===== config.mk =====
export PLATFORM = sky130hd
export DESIGN_NAME = timer_controller
export DESIGN_NICKNAME = d
export VERILOG_FILES = /design/src/rtl/timer_controller.sv
export SDC_FILE = /design/constraint.sdc
export NUM_CORES = 1
export LEC_CHECK = 0
export BUFFER_PORTS_ARGS = -buffer_cell sky130_fd_sc_hd__buf_2
export CAP_MARGIN = 40
export CORE_ASPECT_RATIO = 0.5
export CORE_MARGIN = 3
export CORE_UTILIZATION = 52
export CTS_CLUSTER_DIAMETER = 100
export DETAILED_ROUTE_END_ITERATION = 10
export PLACE_DENSITY = 0.8
export SLEW_MARGIN = 20
export SYNTH_ARGS = -nofsm -noshare
export SYNTH_HDL_FRONTEND = slang
export SYNTH_SLANG_ARGS = --single-unit

===== constraint.sdc =====
create_clock -name clock -period 1.38 [get_ports clock]
set_input_delay 0.138 -clock clock [delete_from_list [all_inputs] [get_ports clock]]
set_output_delay 0.138 -clock clock [all_outputs]
set_load 0.01 [all_outputs]

===== src/rtl/timer_controller.sv =====
// Game Boy timer unit: DIV/TIMA/TMA/TAC at FF04-FF07 with overflow reload sequencing and a one-clock irq pulse.
// Optional macro TIMER_EDGE_GLITCH_EN switches TIMA increments to the DMG falling-edge detector (with its write glitches).
module timer_controller #(
    parameter int         CNT_WIDTH = 16,
    parameter logic [7:0] DIV_RESET = 8'h00
) (
    input  logic       clock,
    input  logic       reset,
    input  logic       tick_en,
    input  logic [1:0] reg_sel,
    input  logic       wr_en,
    input  logic [7:0] data_in,
    output logic [7:0] data_out,
    output logic       irq
);

    localparam logic [CNT_WIDTH-1:0] CNT_RESET = {DIV_RESET, {(CNT_WIDTH-8){1'b0}}};

    typedef enum logic {
        ST_RUN,
        ST_OVF_WAIT
    } state_t;

    logic [CNT_WIDTH-1:0] cnt_reg, cnt_next;
    logic [7:0]           tima_reg, tima_next;
    logic [7:0]           tma_reg, tma_next;
    logic [2:0]           tac_reg, tac_next;
    state_t               state_reg, state_next;
    logic                 irq_reg, irq_next;
    logic [7:0]           data_out_reg, data_out_next;

    logic wr_div, wr_tima, wr_tma, wr_tac;
    logic inc_event;

    assign wr_div  = wr_en && (reg_sel == 2'b00);
    assign wr_tima = wr_en && (reg_sel == 2'b01);
    assign wr_tma  = wr_en && (reg_sel == 2'b10);
    assign wr_tac  = wr_en && (reg_sel == 2'b11);

    always_comb begin
        cnt_next = cnt_reg;
        if (wr_div) begin
            cnt_next = '0;
        end else if (tick_en) begin
            cnt_next = cnt_reg + 1'b1;
        end
    end

    assign tma_next = wr_tma ? data_in : tma_reg;
    assign tac_next = wr_tac ? data_in[2:0] : tac_reg;

    // Prescale taps, indexed by TAC[1:0]: bit 9, 3, 5, 7.
`ifdef TIMER_EDGE_GLITCH_EN
    logic [3:0] tap_vec, tap_next_vec;

    generate
        for (genvar gi = 0; gi < 4; gi++) begin : g_tap
            localparam int TAP = (gi == 0) ? 9 : (gi == 1) ? 3 : (gi == 2) ? 5 : 7;
            assign tap_vec[gi]      = cnt_reg[TAP];
            assign tap_next_vec[gi] = cnt_next[TAP];
        end
    endgenerate

    // Falling edge of (selected tap AND enable) between this clock and the next.
    assign inc_event = tap_vec[tac_reg[1:0]] & tac_reg[2]
                     & ~(tap_next_vec[tac_next[1:0]] & tac_next[2]);
`else
    logic [3:0] carry_vec;

    generate
        for (genvar gi = 0; gi < 4; gi++) begin : g_tap
            localparam int TAP = (gi == 0) ? 9 : (gi == 1) ? 3 : (gi == 2) ? 5 : 7;
            assign carry_vec[gi] = &cnt_reg[TAP:0];
        end
    endgenerate

    // Carry out of the selected bit on a tick; the registered (old) TAC governs.
    assign inc_event = tick_en & tac_reg[2] & carry_vec[tac_reg[1:0]];
`endif

    always_comb begin
        state_next = state_reg;
        tima_next  = tima_reg;
        irq_next   = 1'b0;
        unique case (state_reg)
            ST_RUN: begin
                if (wr_tima) begin
                    tima_next = data_in;
                end else if (inc_event) begin
                    if (tima_reg == 8'hFF) begin
                        tima_next  = 8'h00;
                        state_next = ST_OVF_WAIT;
                    end else begin
                        tima_next = tima_reg + 8'd1;
                    end
                end
            end
            ST_OVF_WAIT: begin
                // Reload takes TMA including a same-clock TMA write; a same-clock TIMA write is lost.
                if (tick_en) begin
                    tima_next  = tma_next;
                    irq_next   = 1'b1;
                    state_next = ST_RUN;
                end else if (wr_tima) begin
                    tima_next  = data_in;
                    state_next = ST_RUN;
                end
            end
            default: state_next = ST_RUN;
        endcase
    end

    always_comb begin
        data_out_next = 8'h00;
        unique case (reg_sel)
            2'b00: data_out_next = cnt_reg[CNT_WIDTH-1 -: 8];
            2'b01: data_out_next = tima_reg;
            2'b10: data_out_next = tma_reg;
            2'b11: data_out_next = {5'b11111, tac_reg};
            default: data_out_next = 8'h00;
        endcase
    end

    always_ff @(posedge clock) begin
        if (reset) begin
            cnt_reg      <= CNT_RESET;
            tima_reg     <= 8'h00;
            tma_reg      <= 8'h00;
            tac_reg      <= 3'b000;
            state_reg    <= ST_RUN;
            irq_reg      <= 1'b0;
            data_out_reg <= 8'h00;
        end else begin
            cnt_reg      <= cnt_next;
            tima_reg     <= tima_next;
            tma_reg      <= tma_next;
            tac_reg      <= tac_next;
            state_reg    <= state_next;
            irq_reg      <= irq_next;
            data_out_reg <= data_out_next;
        end
    end

    assign data_out = data_out_reg;
    assign irq      = irq_reg;

endmodule


Yosys cells after proc, flatten, opt, wreduce, memory -nomap -nowiden
Cells that the tools add are included.

cells by class
  add/sub/neg operators = 2
  multipliers = 0
  divide/modulo/power cells = 0
  order comparisons = 1
  equality and inequality tests = 6
  shift operators = 0
  mux-type cells = 17
  bitwise logic cells = 3
  reduce and logical (&&, ||, !) cells = 12

operators with widths
  kind                                                    number
  two-way mux 8 bit                                       6
  case mux 8 bit (4 select lines)                         1
  adder 16 x 1 -> 16 bit (second input constant)          1
  case mux 8 bit (2 select lines)                         1
  AND reduction 10 bit                                    1
  adder 8 x 1 -> 8 bit (second input constant)            1
  == test 8 bit (second input constant)                   1
  AND reduction 8 bit                                     1
  two-way mux 1 bit                                       7
  AND reduction 6 bit                                     1
  == test 2 bit (second input constant)                   2
  logical AND 1 bit                                       4
  AND reduction 4 bit                                     1
  OR reduction 2 bit                                      2
  < comparator 2 x 3 -> 1 bit (second input constant)     1
  inequality test 3 x 2 -> 1 bit (second input constant)  1
  inequality test 3 bit (second input constant)           1
  AND 1 bit                                               2
  binary-select mux 1 bit (select 2 bit)                  1
  == test 2 x 1 -> 1 bit (second input constant)          1
  zero test 2 bit                                         1
  case mux 1 bit (2 select lines)                         1
  AND reduction 2 bit                                     1
  inverter 1 bit                                          1

storage, ports and cells
  bits in registers = 45
  latch bits = 0
  memory bits (writable) = 0
  bits in read-only memories = 0
  bits of input ports = 14
  output and inout bits = 9
  word-level logic and storage cells = 48
  memories = 0

Logic depth before layout (Yosys ltp)
  word-level depth = 7
  gate-level depth with buffers = 7
  gate-level depth less buffers = 6

Worst setup path after synthesis
No wires, ideal clock.

  path kind = flip-flop to flip-flop
  start = reg cnt_reg[0]
  end = reg tima_reg[0]
  setup time = 0.070 ns
  arrival time = 1.410 ns
  data required time = 1.310 ns
  setup slack = -0.101 ns
  stages on the path, launching flop included = 7
  path buffers = 0
  clock period less this slack = 1.481 ns
  cell sequence = dfxtp_1 -> ha_1 -> and4_4 -> o311a_4 -> a21oi_4 -> a311o_1 -> a21oi_1

between the ends
  longest elaborated chain between the ends = 6
  elaborated cells between the ends (all ways) = 9
  classes of those cells = 1 x eq/ne; 2 x mux; 1 x bitwise; 5 x reduce/logical

ends and longest elaborated chain
  element                                             RTL line  RTL
  start, declared                                     24        logic [CNT_WIDTH-1:0] cnt_reg, cnt_next;
  start signal, assigned                              134       cnt_reg <= cnt_next;
  AND reduction 10 bit, or another cell as far along  73        assign carry_vec[gi] = &cnt_reg[TAP:0];
  binary-select mux 1 bit (select 2 bit) *            78        assign inc_event = tick_en & tac_reg[2] & carry_vec[tac_reg[1:0]];
  two-way mux 1 bit (not written as such) *           78
  AND 1 bit *                                         78
  inequality test 3 bit (no source line) *            -
  AND reduction 2 bit (no source line) *              -
  end signal, assigned                                135       tima_reg <= tima_next;
  end, declared                                       25        logic [7:0] tima_reg, tima_next;

Mark *: on every way between the ends. The rest lies on a longest branch, timed or not. The select of a mux whose other input is x is not followed.
A chain may end at the register's enable or synchronous reset.

Worst setup path after layout
  start = reg tima_reg[3]
  end = reg tima_reg[5]

between the ends
  longest elaborated chain between the ends = 5
  elaborated cells between the ends (all ways) = 6
  classes of those cells = 1 x add/sub; 1 x eq/ne; 4 x mux

ends and longest elaborated chain
  element                                                RTL line  RTL
  adder 8 x 1 -> 8 bit or == test 8 bit (tied branches)  94, 90
  two-way mux 8 bit *                                    90        if (tima_reg == 8'hFF) begin
  two-way mux 8 bit *                                    89        end else if (inc_event) begin
  two-way mux 8 bit *                                    87        if (wr_tima) begin
  case mux 8 bit (2 select lines) *                      85        unique case (state_reg)

Marked as above.

==> results.md <==
| Metric | This run | Unit |
|:---|:---|:---|
| Layout Area Growth over Synthesis | 34.0 | % |
| Arithmetic-cell share of the synthesized area counting full adders, half adders and majority gates | 1.11 | % |
| Clock tree from TritonCTS | yes | - |
| Average wire length per cell after detail routing | 18.0 | µm |
| Post-synthesis net count | 270 | - |
| Required time of the critical path | 1.59 | ns |
| Static Leak | 1.27 | nW |
| Final HPWL from detailed placement | 4470 | µm |
| Final critical-path required period | 1.56 | ns |
| Critical Path Max Stage Delay | 0.35 | ns |
| Leading cell types in the layout, fill and taps excluded | 46 x buf_4, 36 x dfxtp_1, 31 x nor2_1, 29 x nand2_1, 22 x buf_2 | - |
| Area share of xor/xnor cells in the synthesized design | 6.20 | % |
| Top Ports | 23 | - |
| Worst Hold Margin | 0.0871 | ns |
| Part of the cycle the worst path needs | 113 | % |
| Number of different library cells in the post-synthesis netlist | 51 | - |
| Max FFs per register | 16 | - |
| Portion of synthesized cell area occupied by the leading cell type | 39.9 | % |
| Compound-gate portion of the synthesized area | 15.9 | % |
| Pin slew with the least headroom to its limit | 0.301 | ns |
| Count of antenna-violating nets left after detailed routing | 0 | - |
| Sequential-to-total area share from yosys stat | 39.9 | % |
| Combinational family with the most area after synthesis | simple AND/OR/NAND/NOR gates | - |
| Placeable core region | 4040 | µm² |
| Cell seen most often among critical-path stages | nand3_1 | - |
| Max Buffers Root-to-Sink | 2 | - |
| Post-detailed-route via-to-cell ratio | 5.96 | - |
| Power consumption | 0.00256 | W |
| Pwr per Cell Area | 845 | nW/µm² |
| Most frequent standard cell in the layout excluding fill and tap cells | buf_4 | - |
| Violated checks | setup timing | - |
| Final count of negative-setup-slack endpoints | 15 | - |
| Chip height | 52.6 | µm |
| Classification of the worst-slack hold path | input pin to register | - |
| Main area contributors after synthesis | dfxtp_1 40%, nor2_1 5.3%, nand2_1 5.0% | - |
| Global-route congestion overflow total | 0 | - |
| Number of synthesized flops with an enable pin | 0 | - |
| Avg Inst Size Synth | 8.90 | µm² |
| Number of placement rows | 16 | - |
| Synth Register Bits | 45 | - |
| Arrival time of the worst setup path | 1.77 | ns |
| Critical path capture point type | register | - |
| Top flip-flop cell by instance count after synthesis | dfxtp_1 | - |
| Fin nets | 338 | - |
| Clock slew at reported path FFs | 0.09 | ns |
| Sink Count | 45 | - |
| Total number of H-tree levels | 2 | - |
| Initial antenna violation count | 0 | - |
| Share of flip-flops with an asynchronous set or reset | 0 | % |
| Area of the die | 5220 | µm² |
| Final cell area excluding filler cells | 3030 | µm² |
| Hold Buf Count CTS | 0 | - |
| Largest net degree at the start of global routing | 17 | - |
| Placed standard-cell area | 2710 | µm² |
| Fraction of layout instances using a drive strength above 1 | 39.0 | % |
| Number of global-route vias before repair | 2171 | - |
| Critical Path Slowest Stage Cell | dfxtp_1 | - |
| Remaining design rule violation count | 0 | - |
| Antenna diode count | 0 | - |
| Number of buffers inserted during clock tree synthesis | 5 | - |
| Hold violation total from the final report | 0 | - |
| Yosys warning count | 0 | - |
| Max Cap Viol | 0 | - |
| Clock network latency to the later pin of the worst-skew pair | 0.30 | ns |
| Layout fillers | 263 | - |
| Synthesized instance count | 254 | - |
| Port Buffers | 22 | - |
| GPL Wtd Cong | 0.922 | - |
| Maximum fanout along the worst path | 5 | - |
| Cell type with the largest total area after synthesis | dfxtp_1 | - |
| Simple-gate portion of the synthesized area | 24.9 | % |
| Final core utilization | 74.9 | % |
| Setup repair after global routing missed its margin | true | - |
| Clock root cell | clkbuf_8 | - |
| DR vias | 2246 | - |
| Crit path kind | register to register | - |
| Maximum VDD drop | 0.000526 | V |
| Crit start category | register | - |
| Worst setup margin | -0.184 | ns |
| Run status | finished with violations | - |
| Crit path cell chain | buf_4 -> and3_1 -> nand3_1 -> xnor2_1 -> nand3_1 -> a311oi_2 | - |
| Die Span X | 99.2 | µm |
| Largest clock skew in the final design | 0.00692 | ns |
| Global-route wire length before repair | 10200 | µm |
| Total wire length after detailed routing | 6770 | µm |
| Post-synthesis mux area share | 9.14 | % |
| Achievable Freq | 639 | MHz |
| Final Slew Violations | 0 | - |
| First DRT Iteration DRCs | 231 | - |
| First-pass iteration count of the detailed router | 5 | - |
| Slew headroom | 79.9 | % |
| Effective utilization at floorplan | 55.9 | % |
| All-layer global routing usage | 25.7 | % |
| Cell area after technology mapping | 2260 | µm² |
[cells by family (layout without fill, tap and decap cells)]
group                      after synthesis  in the layout
xor gates and xnor gates                16             16
adders and majority gates                2              2
DFF                                     45             45
and+or+nand+nor                        110            110
muxes                                   16             16
AOI/OAI and AO/OA                       51             52
buffers and inverters                   14             82
[critical path: cells and delay by family, from the launching register on]
| family | cells | cell delay [ns] |
|---|---|---|
| flops | 1 | 0.35 |
| simple gates | 3 | 0.43 |
| xor+xnor | 1 | 0.18 |
| buf+inv | 1 | 0.16 |
| compound gates | 1 | 0.34 |
[metrics by stage]
stage,instances,worst slack [ns],TNS (ns)
3_5_place_dp,358,-0.239,-1.32
3_3_place_gp,358,-0.0875,-0.475
4_1_cts,373,-0.151,-1.13
5_1_grt,377,-0.230,-2.53
6_report,377,-0.184,-1.77
2_1_floorplan,254,-0.0289,-0.0617
[power by group]
part	internal (W)	switching, W	leakage [nW]	total (W)
Sequential	0.00133	0.0000288	0.370	0.00136
Combinational	0.000146	0.000173	0.848	0.000319
Clock	0.000407	0.000474	0.0512	0.000881
Total	0.00188	0.000676	1.27	0.00256
[final timing paths]
check                   start     endpoint  slack (ns)  cells after the start
setup reg to reg  tima_reg[3]  tima_reg[5]       -0.18                      6
setup / recovery  tima_reg[3]  tima_reg[5]       -0.18                      6
hold reg to reg    tma_reg[2]   tma_reg[2]        0.48                      2
hold / removal     data_in[6]   tma_reg[6]        0.09                      3
[synthesized netlist by cell type, types with 4 or more instances]
| cell type | number |
|---|---|
| nor3_1 | 5 |
| or3_1 | 4 |
| and2_1 | 4 |
| nand2_1 | 30 |
| mux2i_1 | 6 |
| and3_1 | 4 |
| nand3_1 | 11 |
| o22ai_1 | 5 |
| clkbuf_1 | 5 |
| nor2_1 | 32 |
| dfxtp_1 | 45 |
| xor2_1 | 7 |
| o21ai_1 | 4 |
| a21oi_1 | 18 |
| buf_2 | 5 |
| mux2_1 | 4 |
| xnor2_1 | 9 |
[per-layer routing]
metal  vias up  track usage [%]  routed length, µm
li1       1054                -                  -
met1      1085             31.6               2860
met2        87             45.7               3260
met3        20             4.65                468
met4         0             9.30                179
met5         -                0                  0
[layout make-up]
class	count	area, µm²	share of cell area [%]
clock inverter	2	13.8	0.455
clock buffer	6	82.6	2.73
sequential	45	915	30.2
tap	54	67.6	2.23
timing repair buffer	72	500	16.5
inverter	2	7.51	0.248
multi-input combinational	196	1440	47.6
[what timing repair did]
item | 4_1_cts | 5_1_grt
gates resized for setup | 15 | 19
pin swaps | 7 | 1
setup endpoints to repair | 14 | 18
gates cloned | 0 | 1
setup buffers | 7 | 3
Power figures use the tool's default switching activity.
